$ cat config.mk
export PLATFORM = sky130hd
export DESIGN_NAME = sym_vn_lut_pipe_flat
export DESIGN_NICKNAME = d
export VERILOG_FILES = /design/src/rtl/sym_vn_lut_pipe_if.sv /design/src/rtl/sym_vn_lut_pipe.sv /design/src/flat_wrapper.sv
export SDC_FILE = /design/constraint.sdc
export NUM_CORES = 1
export LEC_CHECK = 0
export CAP_MARGIN = 30
export CELL_PAD_IN_SITES_DETAIL_PLACEMENT = 1
export CELL_PAD_IN_SITES_GLOBAL_PLACEMENT = 1
export CORE_AREA = 2 2 230 458
export CTS_BUF_LIST = sky130_fd_sc_hd__clkbuf_4 sky130_fd_sc_hd__clkbuf_8
export DETAILED_ROUTE_END_ITERATION = 7
export DIE_AREA = 0 0 232 460
export PLACE_DENSITY = 0.72
export SLEW_MARGIN = 10
export SYNTH_ARGS = -nofsm -noshare
export SYNTH_HDL_FRONTEND = slang
export SYNTH_SLANG_ARGS = --single-unit
$ cat constraint.sdc
create_clock -name read_clk -period 7.16 [get_ports read_clk]
set_input_delay 1.074 -clock read_clk [delete_from_list [all_inputs] [get_ports read_clk]]
set_output_delay 1.074 -clock read_clk [all_outputs]
set_load 0.02 [all_outputs]
$ cat src/rtl/sym_vn_lut_pipe_if.sv
// sym_vn_lut_pipe_if
//   Bus bundle for the symmetric variable-node LUT pipe: read request/response
//   lanes (per-port packed at [p*QUAN_SIZE +: QUAN_SIZE]) plus the streaming
//   table loader.
//   master : driver of requests and load beats (VNU control / host side)
//   slave  : the LUT pipe itself
interface sym_vn_lut_pipe_if #(
  parameter int QUAN_SIZE = 4,
  parameter int PORT_NUM  = 2
);
  logic                          pipe_en;
  logic [PORT_NUM-1:0]           in_valid;
  logic [PORT_NUM*QUAN_SIZE-1:0] y0_in;
  logic [PORT_NUM*QUAN_SIZE-1:0] y1_in;
  logic                          read_addr_offset;
  logic [PORT_NUM*QUAN_SIZE-1:0] t_c;
  logic [PORT_NUM-1:0]           transpose_en_out;
  logic [PORT_NUM-1:0]           out_valid;
  logic                          read_addr_offset_out;
  logic                          load_start;
  logic                          load_offset;
  logic                          load_valid;
  logic [QUAN_SIZE-1:0]          load_data;
  logic                          load_busy;
  logic                          load_done;

  modport master (
    output pipe_en, in_valid, y0_in, y1_in, read_addr_offset,
           load_start, load_offset, load_valid, load_data,
    input  t_c, transpose_en_out, out_valid, read_addr_offset_out,
           load_busy, load_done
  );

  modport slave (
    input  pipe_en, in_valid, y0_in, y1_in, read_addr_offset,
           load_start, load_offset, load_valid, load_data,
    output t_c, transpose_en_out, out_valid, read_addr_offset_out,
           load_busy, load_done
  );
endinterface

$ cat src/rtl/sym_vn_lut_pipe.sv
// sym_vn_lut_pipe
//   Multi-port symmetric two-input variable-node IB-LUT. Each port folds its
//   (y0, y1) pair around the sign of y0 and reads a shared double-buffered
//   table at {offset, y0f, y1f}. A streaming loader rewrites one table offset
//   while the decoder reads the other.
//
//   Ports:
//     read_clk : clock for read pipeline and loader
//     rstn     : asynchronous active-low reset
//     bus      : sym_vn_lut_pipe_if.slave (requests, results, loader)
//
//   Optional feature macro: SYM_VN_OUT_RESTORE_EN
//     defined   -> extra output stage re-applies the sign (t_c = transpose ? ~word : word),
//                  latency 3
//     undefined -> t_c is the raw table word, latency 2
//
//   Loader FSM:
//     state | meaning
//     IDLE  | waiting for load_start; load_valid ignored
//     LOAD  | writing load_data to {offset, cnt} on each load_valid
module sym_vn_lut_pipe #(
  parameter int QUAN_SIZE = 4,
  parameter int PORT_NUM  = 2,
  parameter int ENTRY_NUM = 2**(2*QUAN_SIZE-1)
) (
  input logic              read_clk,
  input logic              rstn,
  sym_vn_lut_pipe_if.slave bus
);

  localparam int CNT_W = 2*QUAN_SIZE-1;
  localparam int DEPTH = 2*ENTRY_NUM;

  typedef enum logic {IDLE = 1'b0, LOAD = 1'b1} load_state_t;

  logic [QUAN_SIZE-1:0] mem [DEPTH];

  // fold
  logic [QUAN_SIZE-2:0] y0f_c [PORT_NUM];
  logic [QUAN_SIZE-1:0] y1f_c [PORT_NUM];
  logic [PORT_NUM-1:0]  msb_c;

  always_comb begin
    for (int p = 0; p < PORT_NUM; p++) begin
      msb_c[p] = bus.y0_in[p*QUAN_SIZE + QUAN_SIZE-1];
      if (msb_c[p]) begin
        y0f_c[p] = ~bus.y0_in[p*QUAN_SIZE +: QUAN_SIZE-1];
        y1f_c[p] = ~bus.y1_in[p*QUAN_SIZE +: QUAN_SIZE];
      end else begin
        y0f_c[p] = bus.y0_in[p*QUAN_SIZE +: QUAN_SIZE-1];
        y1f_c[p] = bus.y1_in[p*QUAN_SIZE +: QUAN_SIZE];
      end
    end
  end

  // stage 0: folded address pieces
  logic [QUAN_SIZE-2:0] y0f_s0 [PORT_NUM];
  logic [QUAN_SIZE-1:0] y1f_s0 [PORT_NUM];
  logic [PORT_NUM-1:0]  msb_s0;
  logic [PORT_NUM-1:0]  vld_s0;
  logic                 off_s0;

  always_ff @(posedge read_clk or negedge rstn) begin
    if (!rstn) begin
      for (int p = 0; p < PORT_NUM; p++) begin
        y0f_s0[p] <= '0;
        y1f_s0[p] <= '0;
      end
      msb_s0 <= '0;
      vld_s0 <= '0;
      off_s0 <= 1'b0;
    end else if (bus.pipe_en) begin
      for (int p = 0; p < PORT_NUM; p++) begin
        y0f_s0[p] <= y0f_c[p];
        y1f_s0[p] <= y1f_c[p];
      end
      msb_s0 <= msb_c;
      vld_s0 <= bus.in_valid;
      off_s0 <= bus.read_addr_offset;
    end
  end

  // stage 1: table read; a same-cycle write to the same address lands after
  // this sample, so the old word is returned
  logic [QUAN_SIZE-1:0] word_s1 [PORT_NUM];
  logic [PORT_NUM-1:0]  msb_s1;
  logic [PORT_NUM-1:0]  vld_s1;
  logic                 off_s1;

  always_ff @(posedge read_clk or negedge rstn) begin
    if (!rstn) begin
      for (int p = 0; p < PORT_NUM; p++) word_s1[p] <= '0;
      msb_s1 <= '0;
      vld_s1 <= '0;
      off_s1 <= 1'b0;
    end else if (bus.pipe_en) begin
      for (int p = 0; p < PORT_NUM; p++)
        word_s1[p] <= mem[{off_s0, y0f_s0[p], y1f_s0[p]}];
      msb_s1 <= msb_s0;
      vld_s1 <= vld_s0;
      off_s1 <= off_s0;
    end
  end

  logic [QUAN_SIZE-1:0] word_o [PORT_NUM];
  logic [PORT_NUM-1:0]  msb_o;
  logic [PORT_NUM-1:0]  vld_o;
  logic                 off_o;

`ifdef SYM_VN_OUT_RESTORE_EN
  logic [QUAN_SIZE-1:0] word_s2 [PORT_NUM];
  logic [PORT_NUM-1:0]  msb_s2;
  logic [PORT_NUM-1:0]  vld_s2;
  logic                 off_s2;

  always_ff @(posedge read_clk or negedge rstn) begin
    if (!rstn) begin
      for (int p = 0; p < PORT_NUM; p++) word_s2[p] <= '0;
      msb_s2 <= '0;
      vld_s2 <= '0;
      off_s2 <= 1'b0;
    end else if (bus.pipe_en) begin
      for (int p = 0; p < PORT_NUM; p++)
        word_s2[p] <= msb_s1[p] ? ~word_s1[p] : word_s1[p];
      msb_s2 <= msb_s1;
      vld_s2 <= vld_s1;
      off_s2 <= off_s1;
    end
  end

  always_comb begin
    for (int p = 0; p < PORT_NUM; p++) word_o[p] = word_s2[p];
    msb_o = msb_s2;
    vld_o = vld_s2;
    off_o = off_s2;
  end
`else
  always_comb begin
    for (int p = 0; p < PORT_NUM; p++) word_o[p] = word_s1[p];
    msb_o = msb_s1;
    vld_o = vld_s1;
    off_o = off_s1;
  end
`endif

  always_comb begin
    bus.t_c = '0;
    for (int p = 0; p < PORT_NUM; p++)
      bus.t_c[p*QUAN_SIZE +: QUAN_SIZE] = word_o[p];
  end

  assign bus.transpose_en_out     = msb_o;
  assign bus.out_valid            = vld_o;
  assign bus.read_addr_offset_out = off_o;

  // loader
  load_state_t      state_q, state_d;
  logic [CNT_W-1:0] cnt_q, cnt_d;
  logic             ld_off_q, ld_off_d;
  logic             done_q, done_d;
  logic             wr_en;

  always_ff @(posedge read_clk or negedge rstn) begin
    if (!rstn) begin
      state_q  <= IDLE;
      cnt_q    <= '0;
      ld_off_q <= 1'b0;
      done_q   <= 1'b0;
    end else begin
      state_q  <= state_d;
      cnt_q    <= cnt_d;
      ld_off_q <= ld_off_d;
      done_q   <= done_d;
    end
  end

  always_comb begin
    state_d  = state_q;
    cnt_d    = cnt_q;
    ld_off_d = ld_off_q;
    done_d   = 1'b0;
    wr_en    = 1'b0;
    case (state_q)
      IDLE: begin
        if (bus.load_start) begin
          ld_off_d = bus.load_offset;
          cnt_d    = '0;
          state_d  = LOAD;
        end
      end
      LOAD: begin
        if (bus.load_valid) begin
          wr_en = 1'b1;
          if (cnt_q == CNT_W'(ENTRY_NUM-1)) begin
            cnt_d   = '0;
            done_d  = 1'b1;
            state_d = IDLE;
          end else begin
            cnt_d = cnt_q + 1'b1;
          end
        end
      end
      default: state_d = IDLE;
    endcase
  end

  // table contents are deliberately not reset
  always_ff @(posedge read_clk) begin
    if (wr_en) mem[{ld_off_q, cnt_q}] <= bus.load_data;
  end

  assign bus.load_busy = (state_q == LOAD);
  assign bus.load_done = done_q;

endmodule

$ cat src/flat_wrapper.sv
// flat-port wrapper written by rule: the top's interface ports become plain ports
module sym_vn_lut_pipe_flat 
#(
  parameter int QUAN_SIZE = 4,
  parameter int PORT_NUM  = 2,
  parameter int ENTRY_NUM = 2**(2*QUAN_SIZE-1)
)
  (read_clk, rstn, bus_pipe_en, bus_in_valid, bus_y0_in, bus_y1_in, bus_read_addr_offset, bus_load_start, bus_load_offset, bus_load_valid, bus_load_data, bus_t_c, bus_transpose_en_out, bus_out_valid, bus_read_addr_offset_out, bus_load_busy, bus_load_done);
  sym_vn_lut_pipe_if #(.QUAN_SIZE(QUAN_SIZE), .PORT_NUM(PORT_NUM)) bus_i ();
  input logic read_clk;
  input logic rstn;
  input wire logic [$bits(bus_i.pipe_en)-1:0] bus_pipe_en;
  input wire logic [$bits(bus_i.in_valid)-1:0] bus_in_valid;
  input wire logic [$bits(bus_i.y0_in)-1:0] bus_y0_in;
  input wire logic [$bits(bus_i.y1_in)-1:0] bus_y1_in;
  input wire logic [$bits(bus_i.read_addr_offset)-1:0] bus_read_addr_offset;
  input wire logic [$bits(bus_i.load_start)-1:0] bus_load_start;
  input wire logic [$bits(bus_i.load_offset)-1:0] bus_load_offset;
  input wire logic [$bits(bus_i.load_valid)-1:0] bus_load_valid;
  input wire logic [$bits(bus_i.load_data)-1:0] bus_load_data;
  output wire logic [$bits(bus_i.t_c)-1:0] bus_t_c;
  output wire logic [$bits(bus_i.transpose_en_out)-1:0] bus_transpose_en_out;
  output wire logic [$bits(bus_i.out_valid)-1:0] bus_out_valid;
  output wire logic [$bits(bus_i.read_addr_offset_out)-1:0] bus_read_addr_offset_out;
  output wire logic [$bits(bus_i.load_busy)-1:0] bus_load_busy;
  output wire logic [$bits(bus_i.load_done)-1:0] bus_load_done;
  assign bus_i.pipe_en = bus_pipe_en;
  assign bus_i.in_valid = bus_in_valid;
  assign bus_i.y0_in = bus_y0_in;
  assign bus_i.y1_in = bus_y1_in;
  assign bus_i.read_addr_offset = bus_read_addr_offset;
  assign bus_i.load_start = bus_load_start;
  assign bus_i.load_offset = bus_load_offset;
  assign bus_i.load_valid = bus_load_valid;
  assign bus_i.load_data = bus_load_data;
  assign bus_t_c = bus_i.t_c;
  assign bus_transpose_en_out = bus_i.transpose_en_out;
  assign bus_out_valid = bus_i.out_valid;
  assign bus_read_addr_offset_out = bus_i.read_addr_offset_out;
  assign bus_load_busy = bus_i.load_busy;
  assign bus_load_done = bus_i.load_done;
  sym_vn_lut_pipe #(.QUAN_SIZE(QUAN_SIZE), .PORT_NUM(PORT_NUM), .ENTRY_NUM(ENTRY_NUM)) u_core (.read_clk(read_clk), .rstn(rstn), .bus(bus_i));
endmodule
# == After elaboration in Yosys (flattened, before gate mapping) ==
# Memory sizes are Yosys's and may differ from the RTL's. A register that Yosys moved wholly into a read port is not among the register bits.
# Cells that the tools add are included.
# totals
wordCells,47
out_inout_bits,15
inputBits,29
register_bits,34
ramBits,1024
mem_count,1
# mem_list
name,depth,word_bits,rd,rd_ports_with_merged_regs,wr,line,text
u_core.mem,256,4,2,2,1,sym_vn_lut_pipe.sv:36,logic [QUAN_SIZE-1:0] mem [DEPTH];
# classes
n_reduce_logical,4
n_eq_ne,3
mux,19
bitwise_logic,5
addsub,1
# op_table
operator,n
$mux 7,3
$pmux 7 s2,1
$mux 1,10
$mux 4,2
$not 4->4,2
$add 7x1->7 const B,1
$eq 7x7->1 const B,1
$mux 3,2
$not 3->3,2
$ne 2x2->1 const B,2
$reduce_and 2->1,2
$logic_not 1->1,2
$pmux 1 s2,1
$not 1->1,1

# == Depth between registers and ports, before layout ==
# Gate-level depths: netlist of run 1.
# depth
ltp_word,4
ltp_mapped,12

# == Worst setup path before layout of run 1 ==
# No wires, ideal clock.
# synth_timing
path_type,input-to-reg
start,in bus_load_valid
end,mem u_core.mem[235][0] (enable)
slack_ns,4.464
stages,6
required_ns,6.830
setup_time_ns,0.330
arrival_ns,2.366
cell_sequence,and2_1 > clkbuf_1 > buf_1 > nand3_1 > clkbuf_1 > nor2_1
# synth_via
elab_chain_cells,4
# synth_rtl
element,line,text
"start, declared",flat_wrapper.sv:19,input wire logic [$bits(bus_i.load_valid)-1:0] bus_load_valid;
$mux 1,sym_vn_lut_pipe.sv:192,if (bus.load_valid) begin
$mux 1,sym_vn_lut_pipe.sv:183,case (state_q)
$mux 1,sym_vn_lut_pipe.sv:209,"if (wr_en) mem[{ld_off_q, cnt_q}] <= bus.load_data;"
$mux 1 (not written as such),sym_vn_lut_pipe.sv:209,
"end, declared",sym_vn_lut_pipe.sv:36,
# Every way passes these cells.

==> results of run 1 <==
path summary, 6_finish.rpt:
check / slack [ns] / endpoint
min in group read_clk: 0.51 / u_core.bus.transpose_en_out[1]
hold / removal: 0.34 / u_core.bus.out_valid[0]
setup / recovery: 2.77 / u_core.bus.t_c[0]
max in group asynchronous: 6.08 / u_core.y1f_s0[0]
setup reg to reg: 2.77 / u_core.bus.t_c[0]
hold reg to reg: 0.51 / u_core.bus.transpose_en_out[1]
power breakdown:
group          switching, W  internal, W
Combinational       0.00201     0.000989
Sequential         0.000127      0.00690
Clock               0.00245      0.00262
Total               0.00459       0.0105
cell type report:
class	count	area (µm²)	area share, %
Antenna cell	6	15.01	0.02685
Clock buffer	201	2516	4.500
Clock inverter	74	593.1	1.061
Inverter	17	63.81	0.1141
Multi-Input combinational cell	1671	17770	31.79
Sequential cell	1066	31820	56.91
Tap cell	1352	1692	3.025
Timing Repair Buffer	151	1441	2.578
routing by layer:
metal  GRT usage [%]  share of wire (%)  up-vias
met5          0.2799              0.047        -
met4           36.25                 12       12
met3           9.923                9.7      827
met2           61.13                 48     2569
met1           41.40                 30    17219
li1                -                  -    12558
synthesized netlist by cell type, types with 26 or more instances:
cell	instances	area, µm²
a21oi_1	65	325.3
a22oi_1	109	818.3
buf_2	42	210.2
buf_6	41	461.7
clkbuf_1	110	412.9
dfrtp_1	42	1051
edfxtp_1	1024	30750
mux2i_1	177	1772
mux4_2	424	9549
nand2_1	109	409.1
nand3_1	67	335.3
nor2_1	345	1295
nor3_1	26	130.1
o21ai_0	26	130.1
o221ai_1	35	306.5
sequential cells by signal, summed over array words and instances (netlist names), 2 cells and up:
signal	flops
u_core.bus.t_c	8
u_core.y0f_s0	6
u_core.cnt_q	7
u_core.y1f_s0	8
u_core.bus.out_valid	2
u_core.bus.transpose_en_out	2
u_core.vld_s0	2
u_core.msb_s0	2
u_core.mem	1024
cells by family (layout without fill, tap and decap cells):
kind of cell,Yosys count,count (layout),synth area share [%]
AOI/OAI and AO/OA,381,381,5.364
other,0,6,0
DFF,1066,1066,62.19
xor gates and xnor gates,14,14,0.2398
adders and majority gates,4,4,0.09788
buffers and inverters,259,443,3.181
and+or+nand+nor,637,637,5.393
muxes,635,635,23.53
layout by cell type, fill, tap and decap left out, drive strengths merged, types with 42 or more instances in the layout:
cell type and instances:
dfrtp 42, clkbuf 202, nor2 345, nand2 109, mux4 446, a22oi 109, clkinv 56, edfxtp 1024
a21oi 65, mux2i 177, nand3 67, buf 113
critical path: cells and delay by family (launching register included):
family	cells	cell delay [ns]
buffers and inverters	2	1.24
DFF	1	0.43
muxes	1	0.45
and+or+nand+nor	2	0.47
AOI/OAI and AO/OA	3	1.51
metrics by stage:
stage	utilization [%]	setup slack, ns	cells	hold slack, ns	instance area [µm²]
6_report	54.06	2.766	4538	0.3399	55910
5_1_grt	54.05	2.724	4534	0.3560	55900
4_1_cts	53.98	2.952	4524	0.3245	55830
3_5_place_dp	50.98	2.964	4249	0.4989	52730
3_3_place_gp	50.84	2.823	4240	0.4837	52580
2_1_floorplan	-	4.464	2996	0.4749	51130
==> flow_metrics.env, run 1 <==
export IMPL_synthCells=2996
export IMPL_fill_cells=9466
export IMPL_r2r_cells=8
export IMPL_via_per_inst=7.313
export IMPL_worst_clock_skew_ns=0.04634
export IMPL_dieArea_mm2=0.1067
export IMPL_power_density_mw_per_mm2=270.2
export IMPL_syn_area_mm2=0.05113
export IMPL_final_max_slew_viol_count=0
export IMPL_first_global_vias=34657
export IMPL_crit_path_cell_trace="buf_4, buf_4, mux4_2, a2111oi_0, a22oi_1, and4_1, o21ai_0, nand3_1"
export IMPL_crit_top_cell="buf_4"
export IMPL_critPathArrivalTime_ns=5.14
export IMPL_max_vdd_ir_drop_uv=185.2
export IMPL_dpl_hpwl_um=134900
export IMPL_yosys_warnings=0
export IMPL_htreeDepth=4
export IMPL_cts_buffers=150
export IMPL_first_pass_iters=6
export IMPL_rsz0062_at_grt="false"
export IMPL_finalPower_w=0.01511
export IMPL_worstPathRequired_ns=7.90
export IMPL_fp_row_count=167
export IMPL_ys_seq_elements=1066
export IMPL_slowest_stage="a2111oi_0"
export IMPL_grt_pass1_wl_um=276400
export IMPL_overflow=0
export IMPL_hold_path_class="input port to asynchronous set/reset pin"
export IMPL_max_freq_mhz=227.6
export IMPL_yosysSeqAreaShare_pct=62.19
export IMPL_finalHoldViolCount=0
export IMPL_drc=0
export IMPL_syn_area_per_cell_um2=17.07
export IMPL_power_leakage_nw=17.90
export IMPL_relSlewSlack_pct=22.93
export IMPL_antenna_found_initial=11
export IMPL_tns_ns=0
export IMPL_finalCritPeriodShare_pct=61.37
export IMPL_cts_sinks=1066
export IMPL_grt_max_degree=183
export IMPL_cts_buffer_depth=3
export IMPL_cts_resized=0
export IMPL_cts_setup_buffers=0
export IMPL_drive_above_1_share_pct=26.01
export IMPL_initial_utilization_pct=49.44
export IMPL_portBuffers=43
export IMPL_cap_violations=0
export IMPL_io_pins=44
export IMPL_crit_start="u_core.y1f_s0[5]"
export IMPL_outcome="finished clean"
export IMPL_synth_edf_count=1024
export IMPL_die_width_um=232
export IMPL_cp_end_kind="flip-flop"
export IMPL_grt_total_usage_pct=38.41
export IMPL_hold_buffers=0
export IMPL_gp_congestion=1.069
export IMPL_async_flop_share_pct=3.940
export IMPL_r2r_start="u_core.y1f_s0[5]"
export IMPL_synth_cell_types=70
export IMPL_wl_per_cell_um=44.15
export IMPL_final_nets=3090
export IMPL_max_stage_delay_ns=0.83
export IMPL_postRouteAntennaNets=0
export IMPL_fin_crit_ns=4.394
export IMPL_critPathKind="flip-flop to flip-flop"
export IMPL_core_area_mm2=0.1034
export IMPL_vias=33185
export IMPL_syn_num_nets=3029
export IMPL_ys_flop_type="edfxtp_1"
export IMPL_dieHeight_um=460
export IMPL_worst_slew_pin_slew_ns=1.155
export IMPL_cts_tree="built"
export IMPL_cp_start_kind="flip-flop"
export IMPL_clk_latency_ns=0.91
export IMPL_finalSetupViolations=0
export IMPL_cts_root_buf="clkbuf_8"
export IMPL_wirelength_um=200400
export IMPL_cp_max_fo=48
export IMPL_clk_pin_slew_ns=0.07
export IMPL_area_growth_pct=9.352
export IMPL_drt_iter0_markers=4790
No activity file was read; power rests on OpenSTA's default activity.
==> inputs of run 2 (changes only) <==
==> constraint.sdc (replaced) <==
create_clock -name read_clk -period 4.3 [get_ports read_clk]
set_input_delay 0.645 -clock read_clk [delete_from_list [all_inputs] [get_ports read_clk]]
set_output_delay 0.645 -clock read_clk [all_outputs]
set_load 0.02 [all_outputs]
==> flow_metrics.env, run 2 (synthesis gave the netlist of run 1 again) <==
export IMPL_outcome="finished clean"
export IMPL_die_width_um=232
export IMPL_stdcell_count=4646
export IMPL_wirelength_um=205600
export IMPL_r2r_end="u_core.bus.t_c[7]"
export IMPL_area_growth_pct=11.14
export IMPL_core_area_mm2=0.1034
export IMPL_postLayoutCoreUtil_pct=54.94
export IMPL_first_pass_iters=7
export IMPL_io_pins=44
export IMPL_max_freq_mhz=236.4
export IMPL_fin_crit_ns=4.231
export IMPL_dp_cells=4354
export IMPL_crit_path_cell_trace="nor2b_1, nand2_1, o311ai_0, or4_1, a2111oi_2, a311o_1"
export IMPL_cts_tree="built"
export IMPL_critPathKind="flip-flop to flip-flop"
export IMPL_htreeDepth=4
export IMPL_clk_latency_ns=0.91
export IMPL_dpl_hpwl_um=143100
export IMPL_grt_pass1_wl_um=283900
export IMPL_cp_end_kind="flip-flop"
export IMPL_r2r_start="u_core.y1f_s0[3]"
export IMPL_grt_max_degree=129
export IMPL_initial_utilization_pct=49.44
export IMPL_layout_commonest_cell="edfxtp_1"
export IMPL_finalHoldViolCount=0
export IMPL_power_leakage_nw=18.47
export IMPL_max_vdd_ir_drop_uv=267.1
export IMPL_fin_ws_ns=0.06927
export IMPL_cts_buffer_depth=3
export IMPL_r2r_cells=6
export IMPL_rrSetupSlack_ns=0.07
export IMPL_finalCritPeriodShare_pct=98.39
export IMPL_fill_cells=9397
export IMPL_post_dp_cell_area_mm2=0.05354
export IMPL_top_register="u_core.mem"
export IMPL_postRouteAntennaNets=0
export IMPL_largest_reg_flops=1024
export IMPL_cts_buffers=154
export IMPL_cp_max_fo=24
export IMPL_slowest_stage="o311ai_0"
export IMPL_finalSetupViolations=0
export IMPL_dieHeight_um=460
export IMPL_dieArea_mm2=0.1067
export IMPL_antenna_found_initial=9
export IMPL_power_density_mw_per_mm2=450.2
export IMPL_rsz0062_at_grt="false"
export IMPL_crit_start="u_core.y1f_s0[3]"
export IMPL_crit_cells=6
export IMPL_tns_ns=0
export IMPL_final_area_mm2=0.05683
export IMPL_final_max_slew_viol_count=0
export IMPL_cp_endpoint="u_core.bus.t_c[7]"
export IMPL_pre_cts_ws_ns=0.5461
export IMPL_portBuffers=43
export IMPL_final_nets=3197
export IMPL_worstPathRequired_ns=5.08
export IMPL_gp_congestion=1.027
export IMPL_hold_path_class="input port to flip-flop"
export IMPL_crit_buf_inv=0
export IMPL_critPathArrivalTime_ns=5.01
export IMPL_first_global_vias=35570
export IMPL_cts_setup_buffers=0
export IMPL_layout_common_cells="edfxtp_1 (1024), mux4_2 (424), nor2_1 (343), buf_4 (186), mux2i_1 (177)"
export IMPL_clk_pin_slew_ns=0.07
export IMPL_max_stage_delay_ns=1.10
export IMPL_drive_above_1_share_pct=28.40
export IMPL_cap_violations=0
export IMPL_cts_root_buf="clkbuf_8"
export IMPL_relSlewSlack_pct=18.96
export IMPL_worst_clock_skew_ns=0.04592
export IMPL_drt_iter0_markers=4560
export IMPL_overflow=0
export IMPL_worst_slew_pin_slew_ns=1.200
export IMPL_cts_sinks=1066
export IMPL_vias=33833
export IMPL_fp_row_count=167
export IMPL_cp_start_kind="flip-flop"
export IMPL_crit_family="simple AND/OR/NAND/NOR gates"
export IMPL_drc=0
export IMPL_via_per_inst=7.282
export IMPL_wl_per_cell_um=44.24
export IMPL_grt_total_usage_pct=39.35
==> run 2: changes by cell type in the layout (fill, tap and decap cells not counted), moves of 3 or more <==
cell        delta
buf_4        +102
clkinv_1       -9
clkinv_2       +9
nand3_1        +8
nand3_2        -8
buf_12         +7
buf_2          -4
clkbuf_8       +4
clkinvlp_4     +3
==> run 2: how the worst min path moves through the flow <==
stage	start	slack (ns)	end	depth (start not counted)
finish	bus_load_data[0]	0.1	u_core.mem[172][0]	1
global route	bus_load_data[0]	0.07	u_core.mem[172][0]	1
CTS	bus_pipe_en	0.13	u_core.bus.t_c[0]	3
detailed placement	u_core.msb_s0[0]	0.50	u_core.msb_s0[0]	1
global placement	u_core.vld_s0[0]	0.48	u_core.bus.out_valid[0]	1
floorplan	rstn	0.35	u_core.bus.load_busy	0
==> run 2: metal layers <==
metal / vias up / part of all wire [%] / GRT usage [%]
li1: 12791 / - / -
met1: 17654 / 30 / 41.66
met2: 2507 / 49 / 63.68
met3: 873 / 9.0 / 9.483
met4: 8 / 12 / 37.68
met5: - / 0.023 / 0
==> run 2: repair_timing <==
| item | 4_1_cts | 5_1_grt |
|---|---|---|
| hold buffers | 1 | 0 |
| gates resized for setup | 0 | 0 |
| endpoints found under the hold margin | 15 | 0 |
==> run 2: layout make-up <==
cell class	count	area [µm²]	area share (%)
multi-input cells	1671	17740	31.21
inverters	17	63.81	0.1123
diodes	5	12.51	0.02202
clock buffers	206	2579	4.538
flip-flops and latches	1066	31820	55.99
repair buffers	254	2315	4.073
clock inverters	75	609.3	1.072
well taps	1352	1692	2.977
==> run 2: through the flow <==
| step | hold slack (ns) | power (W) |
|---|---|---|
| global placement | 0.4821 | 0.01676 |
| floorplan | 0.3494 | 0.01456 |
| detailed placement | 0.4956 | 0.01684 |
| global route | 0.06860 | 0.02600 |
| CTS | 0.1260 | 0.02536 |
| finish | 0.09549 | 0.02559 |
==> run 2: where the power goes <==
part,switching (W),internal [W],total (W)
combinational,0.00333,0.00181,0.00513
clock,0.00423,0.00447,0.00870
sequential,0.000269,0.0115,0.0118
